--- src/rtl/jtag_uart_bridge_pkg.sv ---
// Shared types and register-map constants for the JTAG UART bridge.
package jtag_uart_pkg;

  typedef enum logic [1:0] {
    ST_POLL  = 2'd0,
    ST_WRITE = 2'd1,
    ST_RDATA = 2'd2
  } state_t;

  localparam logic [2:0]  ADDR_CTRL  = 3'd4;
  localparam logic [2:0]  ADDR_DATA  = 3'd0;
  localparam int unsigned WSPACE_LSB = 16;
  localparam int unsigned WSPACE_MSB = 31;
  localparam int unsigned RVALID_BIT = 15;
  localparam int unsigned CREDIT_W   = 16;
  localparam int unsigned BYTE_W     = 8;

  function automatic logic [CREDIT_W-1:0] wspace_of(input logic [31:0] rd);
    return rd[WSPACE_MSB:WSPACE_LSB];
  endfunction

  function automatic logic [2:0] addr_of(input state_t s);
    return (s == ST_POLL) ? ADDR_CTRL : ADDR_DATA;
  endfunction

endpackage

--- src/rtl/jtag_uart_bridge_if.sv ---
// Avalon-MM port towards the JTAG UART slave.
interface jtag_uart_bridge_if;
  logic [2:0]  jtag_address;
  logic        jtag_read;
  logic        jtag_write;
  logic [31:0] jtag_writedata;
  logic        jtag_waitrequest;
  logic [31:0] jtag_readdata;

  modport master (
    output jtag_address, jtag_read, jtag_write, jtag_writedata,
    input  jtag_waitrequest, jtag_readdata
  );

  modport slave (
    input  jtag_address, jtag_read, jtag_write, jtag_writedata,
    output jtag_waitrequest, jtag_readdata
  );
endinterface

--- src/rtl/jtag_uart_bridge_byte_fifo.sv ---
// Byte FIFO with valid/ready on both sides; a pop frees a slot for a same-cycle push.
module byte_fifo #(
  parameter  int unsigned DEPTH = 16,
  localparam int unsigned AW    = $clog2(DEPTH),
  localparam int unsigned CW    = AW + 1
) (
  input  logic          clock,
  input  logic          reset,
  input  logic          i_s_valid,
  output logic          o_s_ready,
  input  logic [7:0]    i_s_data,
  output logic          o_m_valid,
  input  logic          i_m_ready,
  output logic [7:0]    o_m_data,
  output logic [CW-1:0] o_count
);

  logic [7:0]    r_mem [DEPTH];
  logic [AW-1:0] r_wptr;
  logic [AW-1:0] r_rptr;
  logic [CW-1:0] r_count;
  logic          w_full;
  logic          w_pop;
  logic          w_push;

  assign w_full    = (r_count == CW'(DEPTH));
  assign o_m_valid = (r_count != '0);
  assign o_s_ready = !w_full;
  assign w_pop     = i_m_ready && o_m_valid;
  assign w_push    = i_s_valid && (!w_full || w_pop);
  assign o_m_data  = r_mem[r_rptr];
  assign o_count   = r_count;

  always_ff @(posedge clock) begin
    if (w_push) r_mem[r_wptr] <= i_s_data;
  end

  always_ff @(posedge clock) begin
    if (reset) begin
      r_wptr  <= '0;
      r_rptr  <= '0;
      r_count <= '0;
    end else begin
      if (w_push) r_wptr <= r_wptr + AW'(1);
      if (w_pop)  r_rptr <= r_rptr + AW'(1);
      case ({w_push, w_pop})
        2'b10:   r_count <= r_count + CW'(1);
        2'b01:   r_count <= r_count - CW'(1);
        default: r_count <= r_count;
      endcase
    end
  end

endmodule

--- src/rtl/jtag_uart_bridge.sv ---
// Bridges fabric byte streams to a JTAG UART over Avalon-MM: polls WSPACE, drains TX, fetches RX.
module jtag_uart_bridge
  import jtag_uart_pkg::*;
#(
  parameter int unsigned TX_DEPTH  = 16,
  parameter int unsigned RX_DEPTH  = 16,
  parameter int unsigned ENABLE_RX = 1
) (
  input  logic               clock,
  input  logic               reset,
  input  logic               tx_valid,
  input  logic [7:0]         tx_data,
  output logic               tx_ready,
  output logic               rx_valid,
  output logic [7:0]         rx_data,
  input  logic               rx_ready,
  jtag_uart_bridge_if.master jtag
);

  localparam int unsigned TX_CW = $clog2(TX_DEPTH) + 1;
  localparam int unsigned RX_CW = $clog2(RX_DEPTH) + 1;
  localparam bit          RX_ON = (ENABLE_RX != 0);

  state_t              r_state;
  state_t              w_next;
  logic [CREDIT_W-1:0] r_credit;
  logic                r_read;
  logic                r_write;
  logic [2:0]          r_address;

  logic             w_accept;
  logic             w_tx_s_ready, w_tx_push, w_tx_pop, w_tx_m_valid, w_tx_left_nz;
  logic [7:0]       w_tx_head;
  logic [TX_CW-1:0] w_tx_count;
  logic             w_rx_s_ready, w_rx_push, w_rx_m_valid, w_rx_ok;
  logic [7:0]       w_rx_head;
  logic [RX_CW-1:0] w_rx_count;
  logic             w_unused;

  assign w_accept     = !jtag.jtag_waitrequest;
  assign w_tx_push    = tx_valid && w_tx_s_ready;
  assign w_tx_pop     = (r_state == ST_WRITE) && w_accept;
  assign w_tx_left_nz = (w_tx_count > TX_CW'(1)) || w_tx_push;
  assign w_rx_push    = RX_ON && (r_state == ST_RDATA) && w_accept
                        && jtag.jtag_readdata[RVALID_BIT];
  assign w_rx_ok      = RX_ON && w_rx_s_ready;
  assign w_unused     = &{1'b0, jtag.jtag_readdata[14:8], w_rx_count};

  byte_fifo #(.DEPTH(TX_DEPTH)) u_tx (
    .clock     (clock),
    .reset     (reset),
    .i_s_valid (w_tx_push),
    .o_s_ready (w_tx_s_ready),
    .i_s_data  (tx_data),
    .o_m_valid (w_tx_m_valid),
    .i_m_ready (w_tx_pop),
    .o_m_data  (w_tx_head),
    .o_count   (w_tx_count)
  );

  byte_fifo #(.DEPTH(RX_DEPTH)) u_rx (
    .clock     (clock),
    .reset     (reset),
    .i_s_valid (w_rx_push),
    .o_s_ready (w_rx_s_ready),
    .i_s_data  (jtag.jtag_readdata[7:0]),
    .o_m_valid (w_rx_m_valid),
    .i_m_ready (RX_ON && rx_ready),
    .o_m_data  (w_rx_head),
    .o_count   (w_rx_count)
  );

  // Next state only moves on an accepted transfer, which keeps the bus frozen during stalls.
  always_comb begin
    w_next = r_state;
    if (w_accept) begin
      case (r_state)
        ST_POLL:
          if ((wspace_of(jtag.jtag_readdata) != '0) && w_tx_m_valid) w_next = ST_WRITE;
          else if (w_rx_ok)                                         w_next = ST_RDATA;
          else                                                      w_next = ST_POLL;
        ST_WRITE:
          if ((r_credit != CREDIT_W'(1)) && w_tx_left_nz) w_next = ST_WRITE;
          else if (w_rx_ok)                              w_next = ST_RDATA;
          else                                           w_next = ST_POLL;
        default: w_next = ST_POLL;
      endcase
    end
  end

  always_ff @(posedge clock) begin
    if (reset) begin
      r_state   <= ST_POLL;
      r_credit  <= '0;
      r_read    <= 1'b1;
      r_write   <= 1'b0;
      r_address <= ADDR_CTRL;
    end else begin
      r_state   <= w_next;
      r_read    <= (w_next != ST_WRITE);
      r_write   <= (w_next == ST_WRITE);
      r_address <= addr_of(w_next);
      if (w_accept) begin
        case (r_state)
          ST_POLL:  r_credit <= wspace_of(jtag.jtag_readdata);
          ST_WRITE: if (r_credit != '0) r_credit <= r_credit - CREDIT_W'(1);
          default:  r_credit <= r_credit;
        endcase
      end
    end
  end

  assign jtag.jtag_address   = r_address;
  assign jtag.jtag_read      = r_read;
  assign jtag.jtag_write     = r_write;
  assign jtag.jtag_writedata = {24'd0, r_write ? w_tx_head : 8'd0};

  assign tx_ready = w_tx_s_ready;
  assign rx_valid = RX_ON && w_rx_m_valid;
  assign rx_data  = rx_valid ? w_rx_head : 8'd0;

endmodule

--- src/flat_wrapper.sv ---
// flat-port wrapper written by rule: the top's interface ports become plain ports
module jtag_uart_bridge_flat import jtag_uart_pkg::*;
#(
  parameter int unsigned TX_DEPTH  = 16,
  parameter int unsigned RX_DEPTH  = 16,
  parameter int unsigned ENABLE_RX = 1
)
  (clock, reset, tx_valid, tx_data, tx_ready, rx_valid, rx_data, rx_ready, jtag_jtag_address, jtag_jtag_read, jtag_jtag_write, jtag_jtag_writedata, jtag_jtag_waitrequest, jtag_jtag_readdata);
  jtag_uart_bridge_if jtag_i ();
  input  logic clock;
  input  logic reset;
  input  logic tx_valid;
  input  logic [7:0] tx_data;
  output logic tx_ready;
  output logic rx_valid;
  output logic [7:0] rx_data;
  input  logic rx_ready;
  output wire logic [$bits(jtag_i.jtag_address)-1:0] jtag_jtag_address;
  output wire logic [$bits(jtag_i.jtag_read)-1:0] jtag_jtag_read;
  output wire logic [$bits(jtag_i.jtag_write)-1:0] jtag_jtag_write;
  output wire logic [$bits(jtag_i.jtag_writedata)-1:0] jtag_jtag_writedata;
  input wire logic [$bits(jtag_i.jtag_waitrequest)-1:0] jtag_jtag_waitrequest;
  input wire logic [$bits(jtag_i.jtag_readdata)-1:0] jtag_jtag_readdata;
  assign jtag_jtag_address = jtag_i.jtag_address;
  assign jtag_jtag_read = jtag_i.jtag_read;
  assign jtag_jtag_write = jtag_i.jtag_write;
  assign jtag_jtag_writedata = jtag_i.jtag_writedata;
  assign jtag_i.jtag_waitrequest = jtag_jtag_waitrequest;
  assign jtag_i.jtag_readdata = jtag_jtag_readdata;
  jtag_uart_bridge #(.TX_DEPTH(TX_DEPTH), .RX_DEPTH(RX_DEPTH), .ENABLE_RX(ENABLE_RX)) u_core (.clock(clock), .reset(reset), .tx_valid(tx_valid), .tx_data(tx_data), .tx_ready(tx_ready), .rx_valid(rx_valid), .rx_data(rx_data), .rx_ready(rx_ready), .jtag(jtag_i));
endmodule
--- config.mk ---
export PLATFORM = sky130hd
export DESIGN_NAME = jtag_uart_bridge_flat
export DESIGN_NICKNAME = d
export VERILOG_FILES = /design/src/rtl/jtag_uart_bridge_pkg.sv /design/src/rtl/jtag_uart_bridge_if.sv /design/src/rtl/jtag_uart_bridge_byte_fifo.sv /design/src/rtl/jtag_uart_bridge.sv /design/src/flat_wrapper.sv
export SDC_FILE = /design/constraint.sdc
export NUM_CORES = 1
export LEC_CHECK = 0
export ABC_CLOCK_PERIOD_IN_PS = 7700
export CAP_MARGIN = 20
export CORE_UTILIZATION = 45
export CTS_BUF_LIST = sky130_fd_sc_hd__clkbuf_8 sky130_fd_sc_hd__clkbuf_16
export DETAILED_ROUTE_END_ITERATION = 12
export PLACE_DENSITY = 0.73
export SETUP_SLACK_MARGIN = 0.5
export SKIP_LAST_GASP = 1
export SYNTH_ARGS = -nofsm -noshare
export SYNTH_HDL_FRONTEND = slang
export SYNTH_SLANG_ARGS = --single-unit
--- constraint.sdc ---
create_clock -name clock -period 7.7 [get_ports clock]
set_input_delay 1.155 -clock clock [delete_from_list [all_inputs] [get_ports clock]]
set_output_delay 1.155 -clock clock [all_outputs]
set_load 0.05 [all_outputs]
Word level (Yosys, flattened, before mapping):

Memory sizes are Yosys's and may differ from the RTL's. A register that Yosys moved wholly into a read port is not among the register bits.
Cells that the tools add are included.

* add/subtract/negate cells: 9
* $lt $le $gt $ge: 1
* equal/unequal tests: 12
* multiplexer cells: 20
* bitwise gates (word level): 1
* reductions and logical operators: 26

Operators with widths (number)
* $pmux 16 s2: 1
* $reduce_bool 16->1: 2
* $pmux 5 s2: 2
* $add 4x1->4 const B: 4
* $mux 16: 1
* $mux 4: 4
* $mux 8: 2
* $ne 16x1->1 const B: 1
* $sub 16x1->16 const B: 1
* $add 5x1->5 const B: 2
* $eq 5x5->1 const B: 2
* $logic_and 1x1->1: 10
* $reduce_bool 5->1: 2
* $sub 5x1->5 const B: 2
* $eq 2x1->1 const B: 4
* $mux 2: 4
* $eq 2x2->1 const B: 3
* $reduce_bool 2->1: 3
* $gt 5x1->1 const B: 1
* $logic_not 2->1: 2
* $mux 1: 4
* $pmux 2 s2: 1
* $logic_not 1->1: 3
* $logic_or 1x1->1: 3
* 5 further kinds: 5

* register bits: 49
* RAM bits: 256
* output and inout port bits: 47
* word-level logic and storage cells: 82
* memories: 2

Memory list
* u_core.u_rx.r_mem: depth 16, width 8, read ports 1, clocked after Yosys merged registers in 1, wr ports 1, line jtag_uart_bridge_byte_fifo.sv:18 `logic [7:0] r_mem [DEPTH];`
* u_core.u_tx.r_mem: depth 16, width 8, read ports 1, clocked after Yosys merged registers in 1, wr ports 1, line jtag_uart_bridge_byte_fifo.sv:18

Depth between registers and ports, before layout:

* word-level depth: 10
* gate-level depth with buffers: 10

Cells and area by module:

A second synthesis with hierarchy kept.

* cell total of the unflattened synthesis: 848
* area total of the unflattened synthesis: 13300.3 um^2

Modules (own cells, without submodules)
* byte_fifo (u_core.u_rx): instances 1, cells each 320, area each 5870.6 um^2, seq. area each 4184.0 um^2
* byte_fifo (u_core.u_tx): instances 1, cells each 318, area each 5829.3 um^2, seq. area each 4184.0 um^2
* jtag_uart_bridge: instances 1, cells each 210, area each 1600.3 um^2, seq. area each 420.4 um^2

Worst setup path before layout:

No wires, ideal clock.

* path kind: input -> register
* from: input port jtag_jtag_waitrequest
* to: memory u_core.u_rx.r_mem[3][0] (enable)
* arrival: 2.944 ns
* data required time: 7.317 ns
* path slack: 4.373 ns
* stages: 5
* cell sequence: clkbuf_1 nand4bb_1 a31oi_1 nand2_1 nor3_1

* cells in the longest elaborated chain, start to end: 6

RTL lines
* start, declared: line flat_wrapper.sv:22 `input wire logic [$bits(jtag_i.jtag_waitrequest)-1:0] jtag_jtag_waitrequest;`
* $logic_not 1->1: line jtag_uart_bridge.sv:40 `assign w_accept = !jtag.jtag_waitrequest;`
* $logic_and 1x1->1: line jtag_uart_bridge.sv:44 `assign w_rx_push = RX_ON && (r_state == ST_RDATA) && w_accept`
* $logic_and 1x1->1: line jtag_uart_bridge.sv:45 `&& jtag.jtag_readdata[RVALID_BIT];`
* $logic_and 1x1->1: line jtag_uart_bridge_byte_fifo.sv:30 `assign w_push = i_s_valid && (!w_full || w_pop);`
* $mux 1: line jtag_uart_bridge_byte_fifo.sv:35 `if (w_push) r_mem[r_wptr] <= i_s_data;`
* $mux 1 (not written as such): line jtag_uart_bridge_byte_fifo.sv:35
* end, declared: line jtag_uart_bridge_byte_fifo.sv:18

Every way passes these cells.

==> impl_summary.md <==
Run status
The run finished with clean final reports.

Drt
The length of the first detailed-routing pass in iterations is 5. The post-detailed-route via-to-cell ratio is roughly 5.3. The detailed router finished its first iteration with 550 violations.

In this run the remaining antenna-violating nets after routing total 0. The routed layout has roughly 6.7k vias. After detailed routing, the average wire length per cell comes to 18.4 um. The DRC violation count after routing is 0. The final layout contains routed wiring with a total length of 23100 um.

Synth
The number of warnings issued by yosys is 0. The primary flip-flop cell chosen by synthesis mapping is edfxtp_1. The number of flops mapped to enable cells by yosys is 256.

Synthesis instantiated 59 different standard cells from the library. After synthesis, the cell types taking the most area are edfxtp_1, mux4_2, dfxtp_1, ha_1, nor2_1. The synthesized area divided by synthesized cell count is 16.4 um2. The portion of synthesized cell area occupied by the leading cell type is 59.1%. Counting every instance in the synthesized netlist gives 793. Sequential cells were found to cover 67.6% of the synthesized design area. The post-synthesis sequential element count is roughly 310. The summed instance area of the synthesized netlist is 13000 um2.

The cell taking the most area after synthesis is edfxtp_1. After synthesis, the share of flip-flops with an asynchronous set or reset is 0%.

Power
For this design the static power due to leakage is 4.86 nW. Across the VDD grid, the largest voltage drop is between 150 and 200 uV. Dividing total power by cell area gives a power density of about 280 nW/um2. The post-layout total power is about 4.2 mW.

Placed design
The wire-length estimate of the detail-placed layout is around 15000 um. The count of port buffers added during placement is 58. The final weighted congestion in routability-driven placement is about 0.83. The worst setup slack after placement is roughly 3.4 ns.

GRT
For this run the aggregate overflow at the end of global routing stands at 0. The busiest metal layer after global routing is met2. The number of global-route vias before repair is between 6k and 7k. The number of antenna violations at the first check in global routing is 0. The first global-routing pass estimated 36300 um of wire. The routing usage on met1 is 22.0%. The met2 track utilization from global routing is 26.7%.

Global routing consumed, over all layers together, 16.0% of the routing resources. The largest net degree at the start of global routing is 49. For this run, global-route usage on met3 was measured as under 10%.

Cells and area
The net count of the finished layout is 924. Of the cells placed in the final design, the portion with a size suffix greater than 1 is 17.2%. The number of antenna cells inserted is 0. The utilization after layout is 53.0%.

The area growth from synthesis to layout is 14.5%.

Clock tree
The CTS tree is yes. The clock tree root driver cell is clkbuf_16. The depth of the CTS H-tree is 1. The number of gates resized after CTS was 0. The clock passes through at most 3 buffers. The latest clock arrival within the worst-skew pair is 0.54 ns. The number of CTS-inserted buffers is 31.

The clock net in this run drives a total of 311 sinks. The number of setup buffers added after CTS is 0. The number of buffers inserted by hold repair at cts is 0. Clock-pin slew was measured on the worst setup and hold paths at 0.07 ns.

Hold path
The worst hold path begins at u_core.r_credit[11]$_SDFFE_PP0P_. The destination of the worst hold path is u_core.r_credit[11]$_SDFFE_PP0P_. The class of the tightest hold or removal check is register to register. The number of cells on the worst hold path is 2.

STA
In the post-route analysis, the smallest setup slack over all paths is 3.14 ns. Setup repair after global routing left no endpoint under its margin. The final count of negative-setup-slack endpoints is 0. The clock skew is roughly 0.012 ns. The clock period could shrink to approximately 4.6 ns. Headroom to the max-slew limit came out at 23.8%. In the finished design, the share of the clock period the worst path needs comes to between 50% and 60%. Setup total negative slack on the finished layout was measured at 0 ns. For the pin with the worst max-slew slack, the measured transition is between 1 and 1.5 ns. The hold violation total from the final report is 0. The max-slew violation count is 0. The maximum achievable frequency is about 220 MHz.

Floorplan
The die width is 172 um. The standard cell core area is 28100 um2. The boundary pin count is 92. The vertical extent of the die is 172 um. The die covers 29600 um2. After floorplanning, the core was divided into 61 placement rows. The initial core utilization is 46.3%.

Job
The number of maximum-capacitance constraint violations is 0.

Critical path
The worst setup path is launched from a register. For flop-to-flop paths, the worst setup slack is 4.55 ns. In this run the critical register-to-register path is captured at u_core.u_tx.r_mem[3][4]$_DFFE_PP_. The reg-to-reg startpoint is u_core.u_tx.o_count[0]$_SDFFE_PP0P_. Data on the critical path arrives at its endpoint at 3.41 ns. The maximum fanout along the worst path is 32. The worst endpoint required time is approximately 6.6 ns.

Measured in cells, the most critical reg-to-reg path has a length of 5. The worst setup path is of the register to output pin kind. STA classifies the critical path endpoint as an output pin.
critical path, cell delays in order (launching register included):
cell and delay [ns]:
dfxtp_2 0.31, buf_4 0.51, mux4_2 0.61, mux4_2 0.47, and2_1 0.22, clkdlybuf4s50_1 0.72
routing by layer:
| metal | vias to the layer above | wire length, um |
|---|---|---|
| met5 | - | 0 |
| met4 | 0 | 385 |
| met2 | 176 | 11500 |
| met3 | 27 | 1120 |
| met1 | 3363 | 10100 |
| li1 | 3158 | - |
cell families (layout without fill, tap and decap cells):
kind of cell / count (synthesis) / count (layout) / synth area share (%)
AO/OA/AOI/OAI: 85 / 85 / 4.24
XOR/XNOR: 18 / 18 / 1.21
adder cells (fa/ha/maj): 22 / 22 / 2.17
buffers and inverters: 85 / 147 / 3.37
flip-flops: 311 / 311 / 67.6
multiplexers: 85 / 85 / 14.2
other: 1 / 26 / 0.0288
AND/OR/NAND/NOR: 186 / 186 / 7.16
flip-flops by register name, indices dropped and copies added (netlist names), named ones only:
signal,flops
u_core.u_tx.o_count,5
u_core.u_tx.r_rptr,4
u_core.u_tx.r_wptr,4
u_core.u_rx.r_wptr,4
u_core.r_credit,16
u_core.u_rx.o_count,5
u_core.jtag.jtag_write,1
u_core.r_state,2
u_core.u_tx.r_mem,128
u_core.jtag.jtag_address,1
u_core.u_rx.r_mem,128
u_core.jtag.jtag_read,1
u_core.u_rx.r_rptr,4
cell usage after synthesis (3+ instances only):
cell and n:
o211ai_1 3, a211oi_1 3, dfxtp_1 55, o21ai_0 21, nor2_1 61, mux2i_1 5
nor3_1 16, clkbuf_1 23, xnor2_1 8, ha_1 21, nand3_1 8, or4_1 4
edfxtp_1 256, a21oi_1 26, xor2_1 10, nor4_1 10, o31ai_1 5, nand2b_1 6
inv_1 21, nand2_1 34, buf_2 7, and2_1 26, nand4_1 4, buf_1 5
nor2b_1 3, mux4_2 80, a31oi_1 4, buf_4 27
power breakdown:
part / internal [mW] / leakage (nW) / switching, mW
clock network: 0.859 / 0.496 / 0.593
registers: 1.87 / 2.76 / 0.0424
logic: 0.348 / 1.61 / 0.529
total: 3.07 / 4.86 / 1.16
cells in the final DEF, fill, tap and decap left out, types with 6 or more instances in the layout:
cell / Yosys / layout
buf_4: 27 / 11
nand2b_1: 6 / 6
o21ai_0: 21 / 21
inv_1: 21 / 24
edfxtp_1: 256 / 256
clkinv_1: 0 / 11
a21oi_1: 26 / 26
mux4_2: 80 / 80
and2_1: 26 / 26
ha_1: 21 / 21
nor3_1: 16 / 16
clkdlybuf4s50_1: 0 / 57
xor2_1: 10 / 10
nor4_1: 10 / 6
nand2_1: 34 / 34
conb_1: 1 / 26
dfxtp_1: 55 / 53
xnor2_1: 8 / 8
nor2_1: 61 / 61
clkbuf_16: 0 / 31
nand3_1: 8 / 8
metrics by stage:
step	hold slack [ns]	area (um2)	instances
after floorplan	0.448	13100	818
after global placement	0.464	13900	1200
after detailed placement	0.464	13900	1200
after CTS	0.473	14900	1256
after global routing	0.485	14900	1258
final	0.479	14900	1258
final cells by class:
class / count / area (um2)
Fill cell: 2243 / 13200
Multi-Input combinational cell: 422 / 3900
Timing Repair Buffer: 70 / 666
Clock inverter: 25 / 214
Sequential cell: 311 / 8790
Tap cell: 378 / 473
Clock buffer: 31 / 776
Inverter: 21 / 78.8
worst max-delay path by stage:
stage	startpoint	cells past startpoint	endpoint
after global routing	register	5	rx_data[0]
after global placement	jtag_jtag_waitrequest	5	u_core.u_rx.r_mem[15][4]$_DFFE_PP_
after detailed placement	jtag_jtag_waitrequest	5	u_core.u_rx.r_mem[15][4]$_DFFE_PP_
after CTS	register	5	rx_data[0]
after floorplan	jtag_jtag_waitrequest	5	u_core.u_rx.r_mem[3][0]$_DFFE_PP_
final	register	5	rx_data[0]
(Power assumes the default switching activity.)
